--- src/rtl/game_state_ctrl.sv ---
// Game flow controller: IDLE/PLAY/DYING/OVER sequencing, per-player lives,
// gomba kill score and frame-counted respawn timers.
module game_state_ctrl #(
  parameter int LIVES          = 3,
  parameter int RESPAWN_FRAMES = 60,
  parameter int GOMBA_FRAMES   = 120,
  parameter int GOMBA_POINTS   = 1
) (
  input  logic       Clk,
  input  logic       Reset,
  input  logic       frame_Clk,
  input  logic       start,
  input  logic       mario_dead,
  input  logic       luigi_dead,
  input  logic       gomba_dead,
  output logic [1:0] state,
  output logic       freeze,
  output logic [1:0] mario_lives,
  output logic [1:0] luigi_lives,
  output logic [7:0] score,
  output logic       mario_respawn,
  output logic       luigi_respawn,
  output logic       gomba_respawn,
  output logic       game_over
);
  typedef enum logic [1:0] {IDLE = 2'b00, PLAY = 2'b01, DYING = 2'b10, OVER = 2'b11} state_t;

  localparam logic [1:0] LIVES_INIT = 2'(LIVES);
  localparam logic [7:0] RESP_LD    = 8'(RESPAWN_FRAMES);
  localparam logic [7:0] GOMBA_LD   = 8'(GOMBA_FRAMES);
  localparam logic [8:0] PTS        = 9'(GOMBA_POINTS);

  state_t     state_q, state_d;
  logic [7:0] fcnt_q, fcnt_d, gcnt_q, gcnt_d, score_q, score_d;
  logic [1:0] mlives_q, mlives_d, llives_q, llives_d;
  logic       mpend_q, mpend_d, lpend_q, lpend_d;
  logic       mresp_q, mresp_d, lresp_q, lresp_d, gresp_q, gresp_d;
  logic       freeze_q, freeze_d, over_q, over_d;
  logic       frame_prev_q, start_prev_q, md_prev_q, ld_prev_q, gd_prev_q;
  logic       tick, start_e, md_e, ld_e, gd_e, md_ok, ld_ok;
  logic [8:0] score_sum;

  assign tick      = frame_Clk  & ~frame_prev_q;
  assign start_e   = start      & ~start_prev_q;
  assign md_e      = mario_dead & ~md_prev_q;
  assign ld_e      = luigi_dead & ~ld_prev_q;
  assign gd_e      = gomba_dead & ~gd_prev_q;
  assign md_ok     = md_e & (mlives_q != 2'd0);
  assign ld_ok     = ld_e & (llives_q != 2'd0);
  assign score_sum = {1'b0, score_q} + PTS;

  always_comb begin
    state_d  = state_q;
    fcnt_d   = fcnt_q;
    gcnt_d   = gcnt_q;
    score_d  = score_q;
    mlives_d = mlives_q;
    llives_d = llives_q;
    mpend_d  = mpend_q;
    lpend_d  = lpend_q;
    mresp_d  = 1'b0;
    lresp_d  = 1'b0;
    gresp_d  = 1'b0;
    case (state_q)
      IDLE: begin
        mlives_d = LIVES_INIT;
        llives_d = LIVES_INIT;
        score_d  = 8'd0;
        gcnt_d   = 8'd0;
        fcnt_d   = 8'd0;
        mpend_d  = 1'b0;
        lpend_d  = 1'b0;
        if (start_e) begin
          state_d = PLAY;
          mresp_d = 1'b1;
          lresp_d = 1'b1;
          gresp_d = 1'b1;
        end
      end
      PLAY, DYING: begin
        if (md_ok) begin
          mlives_d = mlives_q - 2'd1;
          mpend_d  = 1'b1;
        end
        if (ld_ok) begin
          llives_d = llives_q - 2'd1;
          lpend_d  = 1'b1;
        end
        if (gd_e) begin
          score_d = score_sum[8] ? 8'hFF : score_sum[7:0];
          if (gcnt_q == 8'd0) gcnt_d = GOMBA_LD;
        end
        if (state_q == PLAY) begin
          // gomba timer only runs while sprites move
          if (tick && gcnt_q != 8'd0) begin
            gcnt_d  = gcnt_q - 8'd1;
            gresp_d = (gcnt_q == 8'd1);
          end
          if (md_ok || ld_ok) begin
            state_d = DYING;
            fcnt_d  = RESP_LD;
          end
        end else if (tick && fcnt_q != 8'd0) begin
          fcnt_d = fcnt_q - 8'd1;
          if (fcnt_q == 8'd1) begin
            mpend_d = 1'b0;
            lpend_d = 1'b0;
            if (mlives_d == 2'd0 && llives_d == 2'd0) begin
              state_d = OVER;
            end else begin
              state_d = PLAY;
              mresp_d = mpend_d_any(md_ok, mpend_q) && (mlives_d != 2'd0);
              lresp_d = mpend_d_any(ld_ok, lpend_q) && (llives_d != 2'd0);
            end
          end
        end
      end
      OVER: begin
        if (start_e) begin
          state_d  = IDLE;
          mlives_d = LIVES_INIT;
          llives_d = LIVES_INIT;
          score_d  = 8'd0;
        end
      end
      default: state_d = IDLE;
    endcase
    freeze_d = (state_d != PLAY);
    over_d   = (state_d == OVER);
  end

  // pending includes a death that lands on the same cycle the timer expires
  function automatic logic mpend_d_any(input logic now, input logic held);
    return now | held;
  endfunction

  always_ff @(posedge Clk) begin
    frame_prev_q <= frame_Clk;
    start_prev_q <= start;
    md_prev_q    <= mario_dead;
    ld_prev_q    <= luigi_dead;
    gd_prev_q    <= gomba_dead;
    if (Reset) begin
      state_q  <= IDLE;
      fcnt_q   <= 8'd0;
      gcnt_q   <= 8'd0;
      score_q  <= 8'd0;
      mlives_q <= LIVES_INIT;
      llives_q <= LIVES_INIT;
      mpend_q  <= 1'b0;
      lpend_q  <= 1'b0;
      mresp_q  <= 1'b0;
      lresp_q  <= 1'b0;
      gresp_q  <= 1'b0;
      freeze_q <= 1'b1;
      over_q   <= 1'b0;
    end else begin
      state_q  <= state_d;
      fcnt_q   <= fcnt_d;
      gcnt_q   <= gcnt_d;
      score_q  <= score_d;
      mlives_q <= mlives_d;
      llives_q <= llives_d;
      mpend_q  <= mpend_d;
      lpend_q  <= lpend_d;
      mresp_q  <= mresp_d;
      lresp_q  <= lresp_d;
      gresp_q  <= gresp_d;
      freeze_q <= freeze_d;
      over_q   <= over_d;
    end
  end

  assign state         = state_q;
  assign freeze        = freeze_q;
  assign mario_lives   = mlives_q;
  assign luigi_lives   = llives_q;
  assign score         = score_q;
  assign mario_respawn = mresp_q;
  assign luigi_respawn = lresp_q;
  assign gomba_respawn = gresp_q;
  assign game_over     = over_q;
endmodule

--- config.mk ---
export PLATFORM = sky130hd
export DESIGN_NAME = game_state_ctrl
export DESIGN_NICKNAME = d
export VERILOG_FILES = /design/src/rtl/game_state_ctrl.sv
export SDC_FILE = /design/constraint.sdc
export NUM_CORES = 1
export LEC_CHECK = 0
export BUFFER_PORTS_ARGS = -buffer_cell sky130_fd_sc_hd__buf_2
export CORE_ASPECT_RATIO = 0.75
export CORE_UTILIZATION = 25
export CTS_BUF_LIST = sky130_fd_sc_hd__clkbuf_8
export DETAILED_ROUTE_END_ITERATION = 6
export SETUP_SLACK_MARGIN = 0.1
export SYNTH_ARGS = -nofsm -noshare
export SYNTH_HDL_FRONTEND = slang
export SYNTH_SLANG_ARGS = --single-unit
--- constraint.sdc ---
create_clock -name Clk -period 4.8 [get_ports Clk]
set_clock_uncertainty 0.2 [all_clocks]
set_input_delay 0.96 -clock Clk [delete_from_list [all_inputs] [get_ports Clk]]
set_output_delay 0.96 -clock Clk [all_outputs]
set_load 0.05 [all_outputs]
==> impl_metrics.json, run 1 <==
{
  "status": "finished with violations",
  "violations": "design-rule violations",
  "avgSynthCellArea_um2": 8.13,
  "reg2reg_to": "fcnt_q[1]",
  "fin_tns_setup_ns": 0,
  "grt_pass1_vias": 1830,
  "finalNetCount": 314,
  "syn_to_final_growth_pct": 14.1,
  "antenna_found_initial": 0,
  "grt_pass1_wl_um": 8760,
  "grt_use_met1_pct": 16.8,
  "grt.busiest_layer": "met1",
  "worstSetupPathType": "register to register",
  "synth-edff-count": 0,
  "gp_congestion": 0.750,
  "worst_pin_slew_ns": 0.679,
  "hold_depth": 1,
  "layout_min_cycle_time_ns": 2.79,
  "fin_total_pwr_uw": 678,
  "synth.yosys.warnings": 0,
  "synth_common_cells": "dfxtp_1, nand2_1, a21oi_1",
  "synth_area_um2": 2230,
  "clk_latency_ns": 0.30,
  "routed_wl_um": 5240,
  "reg2reg_depth": 5,
  "antenna_left": 0,
  "post-place-cells": 396,
  "grt_max_degree": 26,
  "final_util_pct": 29.7,
  "filler_cell_count": 940,
  "via_per_inst": 5.02,
  "cts_made_buffers": 5,
  "clkPwrFrac_pct": 36.2,
  "multi_input_area_um2": 1280,
  "postCtsSetupRepairBufs": 0,
  "met3_usage_pct": 3.12,
  "num_vias": 2027,
  "start_kind": "register",
  "r2r_slack_ns": 2.01,
  "critPathArrivalTime_ns": 2.80,
  "setup_viol": 0,
  "required_ns": 4.81,
  "synth.top_cell.area_share_pct": 37.8,
  "hold_class": "register to register",
  "fmax_mhz": 359,
  "fin_crit_sh_pct": 58.1,
  "internal_power_uw": 494,
  "final_area_um2": 2540,
  "met2_usage_pct": 16.6,
  "hpwlAfterDp_um": 3830,
  "hold_path.startpoint": "fcnt_q[7]",
  "yosys.cell_types.count": 42,
  "overflow": 0,
  "firstDrtPassIters": 6,
  "synthArstFlopShare_pct": 0,
  "seqCellArea_um2": 841,
  "htree_levels": 2,
  "powerDensity_nw_per_um2": 267,
  "ys_top_cells_by_area": "dfxtp_1, ha_1, a21oi_1, o21ai_0, nand2_1",
  "final_cells": 404,
  "comb_power_share_pct": 10.7,
  "power_switching_uw": 184,
  "fp-row-count": 29,
  "cp-startpoint": "state[0]",
  "synth_top_area_cell": "dfxtp_1",
  "drcViolationCount": 2,
  "cp_top_family": "adder cells",
  "synthCells": 274,
  "drv_slew": 0,
  "synth_seq_cells": 42,
  "crit_fanout": 23,
  "cts_resized": 0,
  "p_sw_share_pct": 27.1,
  "die_h_um": 83.7,
  "synth-seq-area-share_pct": 37.8,
  "holdPathEnd": "fcnt_q[7]",
  "clk_pin_slew_ns": 0.09,
  "synth_ff_type": "dfxtp_1",
  "io_buffers": 25,
  "slew_headroom_pct": 54.7,
  "drt_iter0_drc": 113,
  "rr_startpoint": "state[0]",
  "crit_chain": "inv_1 -> ha_1 -> nor2b_1 -> o21ai_0 -> o31ai_1",
  "power_leakage_uw": 0.000982,
  "synthesis.nets": 293,
  "dieWidth_um": 111,
  "peakVddDrop_mv": 0.110,
  "drive_above_1_share_pct": 14.5,
  "n_antenna_cell": 0,
  "clockBufferDepth": 2,
  "slowest_stage": "ha_1",
  "drv_cap": 0,
  "routedWlPerCell_um": 13.0,
  "seq_power_share_pct": 53.1,
  "core_um2": 8560,
  "cts_root_buf": "clkbuf_8",
  "slowest_delay_ns": 0.74,
  "yosysMostFrequentCell": "dfxtp_1",
  "grtUsageTotal_pct": 11.5,
  "cts_tree": "done",
  "dieArea_um2": 9290,
  "ioPinCount": 26,
  "grt_setup_unrepaired": "false",
  "start_util_pct": 26.0,
  "cts.sinks": 42,
  "path_buf_inv": 1,
  "dpl_cell_area_um2": 2450,
  "hold_viol": 0,
  "ctsHoldBuffers": 0,
  "critPathCaptureType": "register"
}
[state kept, by name, indices dropped and copies added (netlist names)]
| signal | count |
|---|---|
| fcnt_q | 8 |
| gcnt_q | 8 |
| score | 8 |
| luigi_lives | 2 |
| mario_lives | 2 |
| state | 2 |
| frame_prev_q | 1 |
| freeze | 1 |
| game_over | 1 |
| gd_prev_q | 1 |
| gomba_respawn | 1 |
| ld_prev_q | 1 |
| lpend_q | 1 |
| luigi_respawn | 1 |
| mario_respawn | 1 |
| md_prev_q | 1 |
| mpend_q | 1 |
| start_prev_q | 1 |
[cell type report]
| cell class | count | share of cell area (%) |
|---|---|---|
| repair buffers | 25 | 4.92 |
| clock inverters | 2 | 0.492 |
| clock buffers | 6 | 3.25 |
| multi-input cells | 205 | 50.6 |
| flip-flops and latches | 42 | 33.1 |
| well taps | 108 | 5.32 |
| inverters | 16 | 2.36 |
[cells in the final DEF, fill, tap and decap left out, types with 8 or more instances in the layout]
cell type  netlist  final
ha_1            12     12
nor2b_1          8      8
o21ai_0         19     19
nand2b_1         8      8
nand3_1         10     10
buf_2            0     25
nor3_1          11     11
a21oi_1         22     22
dfxtp_1         42     42
nand2_1         24     24
nor2_1          20     20
inv_1           16     16
[kinds of logic (layout without fill, tap and decap cells)]
family                     count (synthesis)  in the layout  share of synthesized area (%)
muxes                                      4              4                           1.80
and+or+nand+nor                          107            107                           25.8
adders and majority gates                 12             12                           6.74
buffers and inverters                     27             49                           4.55
DFF                                       42             42                           37.8
AOI/OAI and AO/OA                         82             82                           23.3
[power groups by stage]
stage / Sequential, uW / Combinational [uW] / Clock (uW)
after floorplan: 378 / 44.4 / 0
after global placement: 368 / 72.2 / 0
after detailed placement: 368 / 72.2 / 0
after CTS: 360 / 72.5 / 252
after global routing: 361 / 79.6 / 266
final: 360 / 72.7 / 245
[how the worst max path moves through the flow]
stage	cells past startpoint	slack (ns)	to
2_1_floorplan	7	2.27	fcnt_q[6]
3_3_place_gp	5	2.07	fcnt_q[1]
3_5_place_dp	5	2.02	fcnt_q[1]
4_1_cts	5	2.01	fcnt_q[1]
5_1_grt	5	1.82	fcnt_q[1]
6_report	5	2.01	fcnt_q[1]
[stage by stage]
stage               setup WS, ns  hold slack [ns]
finish                      2.01            0.276
global route                1.82            0.323
CTS                         2.01            0.284
detailed placement          2.02            0.271
global placement            2.07            0.257
floorplan                   2.27            0.239
[layer usage]
| layer | wire length (um) | part of all wire (%) |
|---|---|---|
| met1 | 2860 | 55 |
| met2 | 2100 | 40 |
| met3 | 243 | 4.6 |
| met4 | 39 | 0.74 |
| met5 | 0 | 0 |
Note: power is estimated with default switching activity, not from simulation.
==> inputs of run 2 (changes only) <==
clock period = 2.35 ns   (was 4.8 ns; I/O delays follow)
==> run 2 against run 1 <==
Net effect:
- the run still ends with design-rule violations left
- non-clock buffer count up 17
- global-route usage up 0.63 points
- count of clock-buffer cells in the layout shrank 1
- die area is the same
- fmax is 27% higher
- register-to-register slack got worse by 1.9 ns
- final cell count up 4.2%
- sequential power grew 100%
- combinational power grew 140%
- first-iteration DRC count rose by 42%
==> impl_metrics.json, run 2 (same netlist as run 1, synthesis figures left out) <==
{
  "reg2reg_depth": 7,
  "drive_above_1_share_pct": 24.6,
  "die_h_um": 83.7,
  "hold_depth": 1,
  "worst_pin_slew_ns": 0.651,
  "grt_pass1_vias": 1911,
  "final_cells": 421,
  "clk_pin_slew_ns": 0.09,
  "drcViolationCount": 4,
  "grt_max_degree": 26,
  "start_kind": "register",
  "post-place-cells": 410,
  "worstSetupPathType": "register to register",
  "drv_cap": 0,
  "overflow": 0,
  "layout_min_cycle_time_ns": 2.19,
  "n_antenna_cell": 0,
  "hpwlAfterDp_um": 3900,
  "crit_fanout": 5,
  "setup_viol": 0,
  "fp-row-count": 29,
  "critPathCaptureType": "register",
  "multi_input_area_um2": 1370,
  "dieArea_um2": 9290,
  "power_leakage_uw": 0.00110,
  "cts_tree": "done",
  "final_cell_mix": "dfxtp_1, buf_2, nand2_1",
  "firstDrtPassIters": 7,
  "grt_pass1_wl_um": 9250,
  "syn_to_final_growth_pct": 24.8,
  "io_buffers": 25,
  "clk_latency_ns": 0.31,
  "htree_levels": 2,
  "post-place-ws_ns": 0.0567,
  "fin_tns_setup_ns": 0,
  "ctsHoldBuffers": 0,
  "layout_commonest_cell": "dfxtp_1",
  "drt_iter0_drc": 160,
  "powerDensity_nw_per_um2": 545,
  "holdPathEnd": "ld_prev_q",
  "reg2reg_to": "gcnt_q[6]",
  "hold_class": "input pin to register",
  "num_vias": 2086,
  "peakVddDrop_mv": 0.274,
  "final_area_um2": 2780,
  "filler_cell_count": 879,
  "status": "finished with violations",
  "rr_startpoint": "gcnt_q[1]",
  "r2r_slack_ns": 0.16,
  "routedWlPerCell_um": 13.1,
  "hold_path.startpoint": "luigi_dead",
  "hold_viol": 0,
  "cts_made_buffers": 5,
  "antenna_found_initial": 0,
  "slew_headroom_pct": 56.2,
  "antenna_left": 0,
  "core_um2": 8560,
  "fin_crit_sh_pct": 93.3,
  "required_ns": 2.33,
  "seqCellArea_um2": 851,
  "grt_setup_unrepaired": "true",
  "grtUsageTotal_pct": 12.1,
  "drv_slew": 0,
  "finalNetCount": 331,
  "routed_wl_um": 5530,
  "fmax_mhz": 456,
  "gp_congestion": 0.786,
  "critPathArrivalTime_ns": 2.17,
  "dieWidth_um": 111,
  "finalWorstSetupSlack_ns": 0.157,
  "clockBufferDepth": 2,
  "violations": "design-rule violations",
  "dpl_cell_area_um2": 2560,
  "via_per_inst": 4.95,
  "cts.sinks": 42,
  "fin_total_pwr_uw": 1510,
  "start_util_pct": 26.0,
  "ioPinCount": 26,
  "cts_root_buf": "clkbuf_8"
}
[run 2: how the worst max path moves through the flow]
stage	start	end	slack, ns
after floorplan	state[1]	fcnt_q[6]	0.11
after global placement	state[1]	freeze	0.15
after detailed placement	gcnt_q[1]	gcnt_q[6]	0.06
after CTS	state[1]	freeze	0.11
after global routing	gcnt_q[0]	gcnt_q[6]	0.08
final	gcnt_q[1]	gcnt_q[6]	0.16
[run 2: per-stage QoR]
stage | hold WS (ns) | util, %
2_1_floorplan | 0.239 | -
3_3_place_gp | 0.255 | 29.9
3_5_place_dp | 0.260 | 29.9
4_1_cts | 0.0562 | 31.5
5_1_grt | 0.0566 | 32.5
6_report | 0.0652 | 32.5
[run 2: per-layer routing]
layer	track usage, %	vias to the layer above	routed length (um)
met5	0	-	0
met4	4.11	0	48
met3	2.90	6	182
met1	18.3	966	3020
met2	16.5	33	2280
li1	-	1081	-
[run 2: final cells by class]
class / count / share of cell area [%]
Clock buffer: 5 / 2.48
Multi-Input combinational cell: 205 / 49.2
Timing Repair Buffer: 42 / 9.09
Sequential cell: 42 / 30.6
Tap cell: 108 / 4.86
Inverter: 16 / 2.16
Clock inverter: 3 / 1.58
[run 2: power breakdown]
group          total [uW]  switching, uW  internal (uW)
combinational         178            111           67.1
clock                 601            282            319
sequential            735           10.7            724
total                1510            404           1110
[run 2: worst max-delay path: stages, from the launching register on]
cell	delay, ns
dfxtp_1	0.34
inv_2	0.08
ha_1	0.14
or4b_4	0.46
o2111a_2	0.31
and4_4	0.21
a211oi_4	0.25
a2111oi_4	0.08
[run 2: timing repair]
item,CTS,global route
setup endpoints to repair,2,16
gates resized for setup,2,16
setup buffers,2,1
pin swaps,1,3
==> inputs of run 3 (changes only) <==
CTS_BUF_LIST = sky130_fd_sc_hd__clkbuf_4 sky130_fd_sc_hd__clkbuf_8 sky130_fd_sc_hd__clkbuf_16   (was sky130_fd_sc_hd__clkbuf_8)
==> run 3 against run 2 <==
Net effect:
- the flow still finishes with violations (design-rule violations)
- count of clock-buffer cells in the layout unchanged
- clock power grew 34%
- final cell count is 0.24% lower
- design area is 0.81% higher
- core utilization rose by 0.26 points
- sequential share of layout area shrank 0.25 points
- via count decreased by 0.29%
- register-to-register slack improved by 0.04 ns
- wire length fell by 0.38%
- total power increased by 13%
- combinational power down 2%
- critical endpoint unchanged
- largest power group is now the clock network
==> impl_metrics.json, run 3 (same netlist as run 1, synthesis figures left out) <==
{
  "dieWidth_um": 111,
  "drt_iter0_drc": 147,
  "finalNetCount": 330,
  "grt.busiest_layer": "met1",
  "clockBufferDepth": 2,
  "filler_cell_count": 875,
  "io_buffers": 25,
  "layout_min_cycle_time_ns": 2.16,
  "grt_use_met1_pct": 18.4,
  "met3_usage_pct": 3.34,
  "drv_cap": 0,
  "final_area_um2": 2800,
  "drv_slew": 0,
  "clk_latency_ns": 0.29,
  "met2_usage_pct": 16.5,
  "grt_pass1_wl_um": 9290,
  "hold_class": "input pin to register",
  "antenna_left": 0,
  "start_kind": "register",
  "crit_fanout": 5,
  "cts_root_buf": "clkbuf_16",
  "status": "finished with violations",
  "critPathArrivalTime_ns": 2.14,
  "cts_tree": "done",
  "post-place-cells": 410,
  "antenna_found_initial": 0,
  "reg2reg_depth": 6,
  "slew_headroom_pct": 54.6,
  "dieArea_um2": 9290,
  "start_util_pct": 26.0,
  "ioPinCount": 26,
  "fmax_mhz": 463,
  "die_h_um": 83.7,
  "overflow": 0,
  "grt_pass1_vias": 1916,
  "required_ns": 2.34,
  "reg2reg_to": "gcnt_q[6]",
  "hpwlAfterDp_um": 3900,
  "hold_viol": 0,
  "htree_levels": 2,
  "powerDensity_nw_per_um2": 611,
  "syn_to_final_growth_pct": 25.8,
  "hold_path.startpoint": "luigi_dead",
  "n_antenna_cell": 0,
  "r2r_slack_ns": 0.19,
  "num_vias": 2080,
  "worst_pin_slew_ns": 0.674,
  "cts.sinks": 42,
  "cp-startpoint": "gcnt_q[0]",
  "routed_wl_um": 5510,
  "fin_crit_sh_pct": 91.8,
  "layout_commonest_cell": "dfxtp_1",
  "drive_above_1_share_pct": 24.0,
  "firstDrtPassIters": 6,
  "power_leakage_uw": 0.00111,
  "dpl_cell_area_um2": 2560,
  "drcViolationCount": 4,
  "clk_pin_slew_ns": 0.06,
  "setup_viol": 0,
  "routedWlPerCell_um": 13.1,
  "final_cells": 420,
  "violations": "design-rule violations",
  "fin_tns_setup_ns": 0,
  "grt_max_degree": 26,
  "via_per_inst": 4.95,
  "crit_end": "gcnt_q[6]",
  "ctsHoldBuffers": 0,
  "peakVddDrop_mv": 0.277,
  "rr_startpoint": "gcnt_q[0]",
  "gp_congestion": 0.786,
  "grt_setup_unrepaired": "true",
  "worstSetupPathType": "register to register",
  "fp-row-count": 29,
  "final_cell_mix": "dfxtp_1, buf_2, nand2_1",
  "cts_made_buffers": 5,
  "core_um2": 8560,
  "grtUsageTotal_pct": 12.3,
  "critPathCaptureType": "register"
}
==> run 3: worst min path at each step <==
stage	depth (start not counted)	slack, ns	end
4_1_cts	1	0.08	ld_prev_q
6_report	1	0.09	ld_prev_q
3_3_place_gp	1	0.26	fcnt_q[7]
2_1_floorplan	1	0.24	fcnt_q[7]
5_1_grt	1	0.08	ld_prev_q
3_5_place_dp	1	0.26	fcnt_q[7]
==> run 3: routing by layer <==
| layer | vias to the layer above | routed length [um] |
|---|---|---|
| met1 | 950 | 2950 |
| met4 | 0 | 20 |
| met5 | - | 0 |
| li1 | 1078 | - |
| met2 | 48 | 2290 |
| met3 | 4 | 249 |
==> run 3: report_power, final <==
| part | internal, uW | switching (uW) |
|---|---|---|
| Clock | 503 | 300 |
| Combinational | 65.0 | 109 |
| Sequential | 725 | 10.8 |
==> run 3: area by class of cell <==
type | instances | area (um^2) | area share, %
multi-input cells | 205 | 1340 | 47.9
flip-flops and latches | 42 | 851 | 30.4
repair buffers | 41 | 245 | 8.75
well taps | 108 | 135 | 4.82
clock buffers | 5 | 125 | 4.46
inverters | 16 | 60.1 | 2.14
clock inverters | 3 | 43.8 | 1.56
==> run 3: stage by stage <==
stage | hold slack (ns) | util [%] | setup slack, ns | power (uW)
final | 0.0917 | 32.7 | 0.192 | 1710
after global routing | 0.0843 | 32.7 | 0.0838 | 1790
after CTS | 0.0838 | 32.1 | 0.0993 | 1720
after detailed placement | 0.260 | 29.9 | 0.0567 | 915
after global placement | 0.255 | 29.9 | 0.152 | 915
after floorplan | 0.239 | - | 0.107 | 863
==> run 3: repair_timing <==
action | 4_1_cts | 5_1_grt
buffers inserted | 2 | 0
resized for setup | 1 | 16
pin swaps | 1 | 3
endpoints found under the setup margin | 2 | 16
==> run 3: worst max-delay path: stages (launching register included) <==
cell	delay [ns]
dfxtp_1	0.31
inv_1	0.09
ha_1	0.14
or4b_1	0.46
o2111a_2	0.31
and4_4	0.20
a2111oi_2	0.34
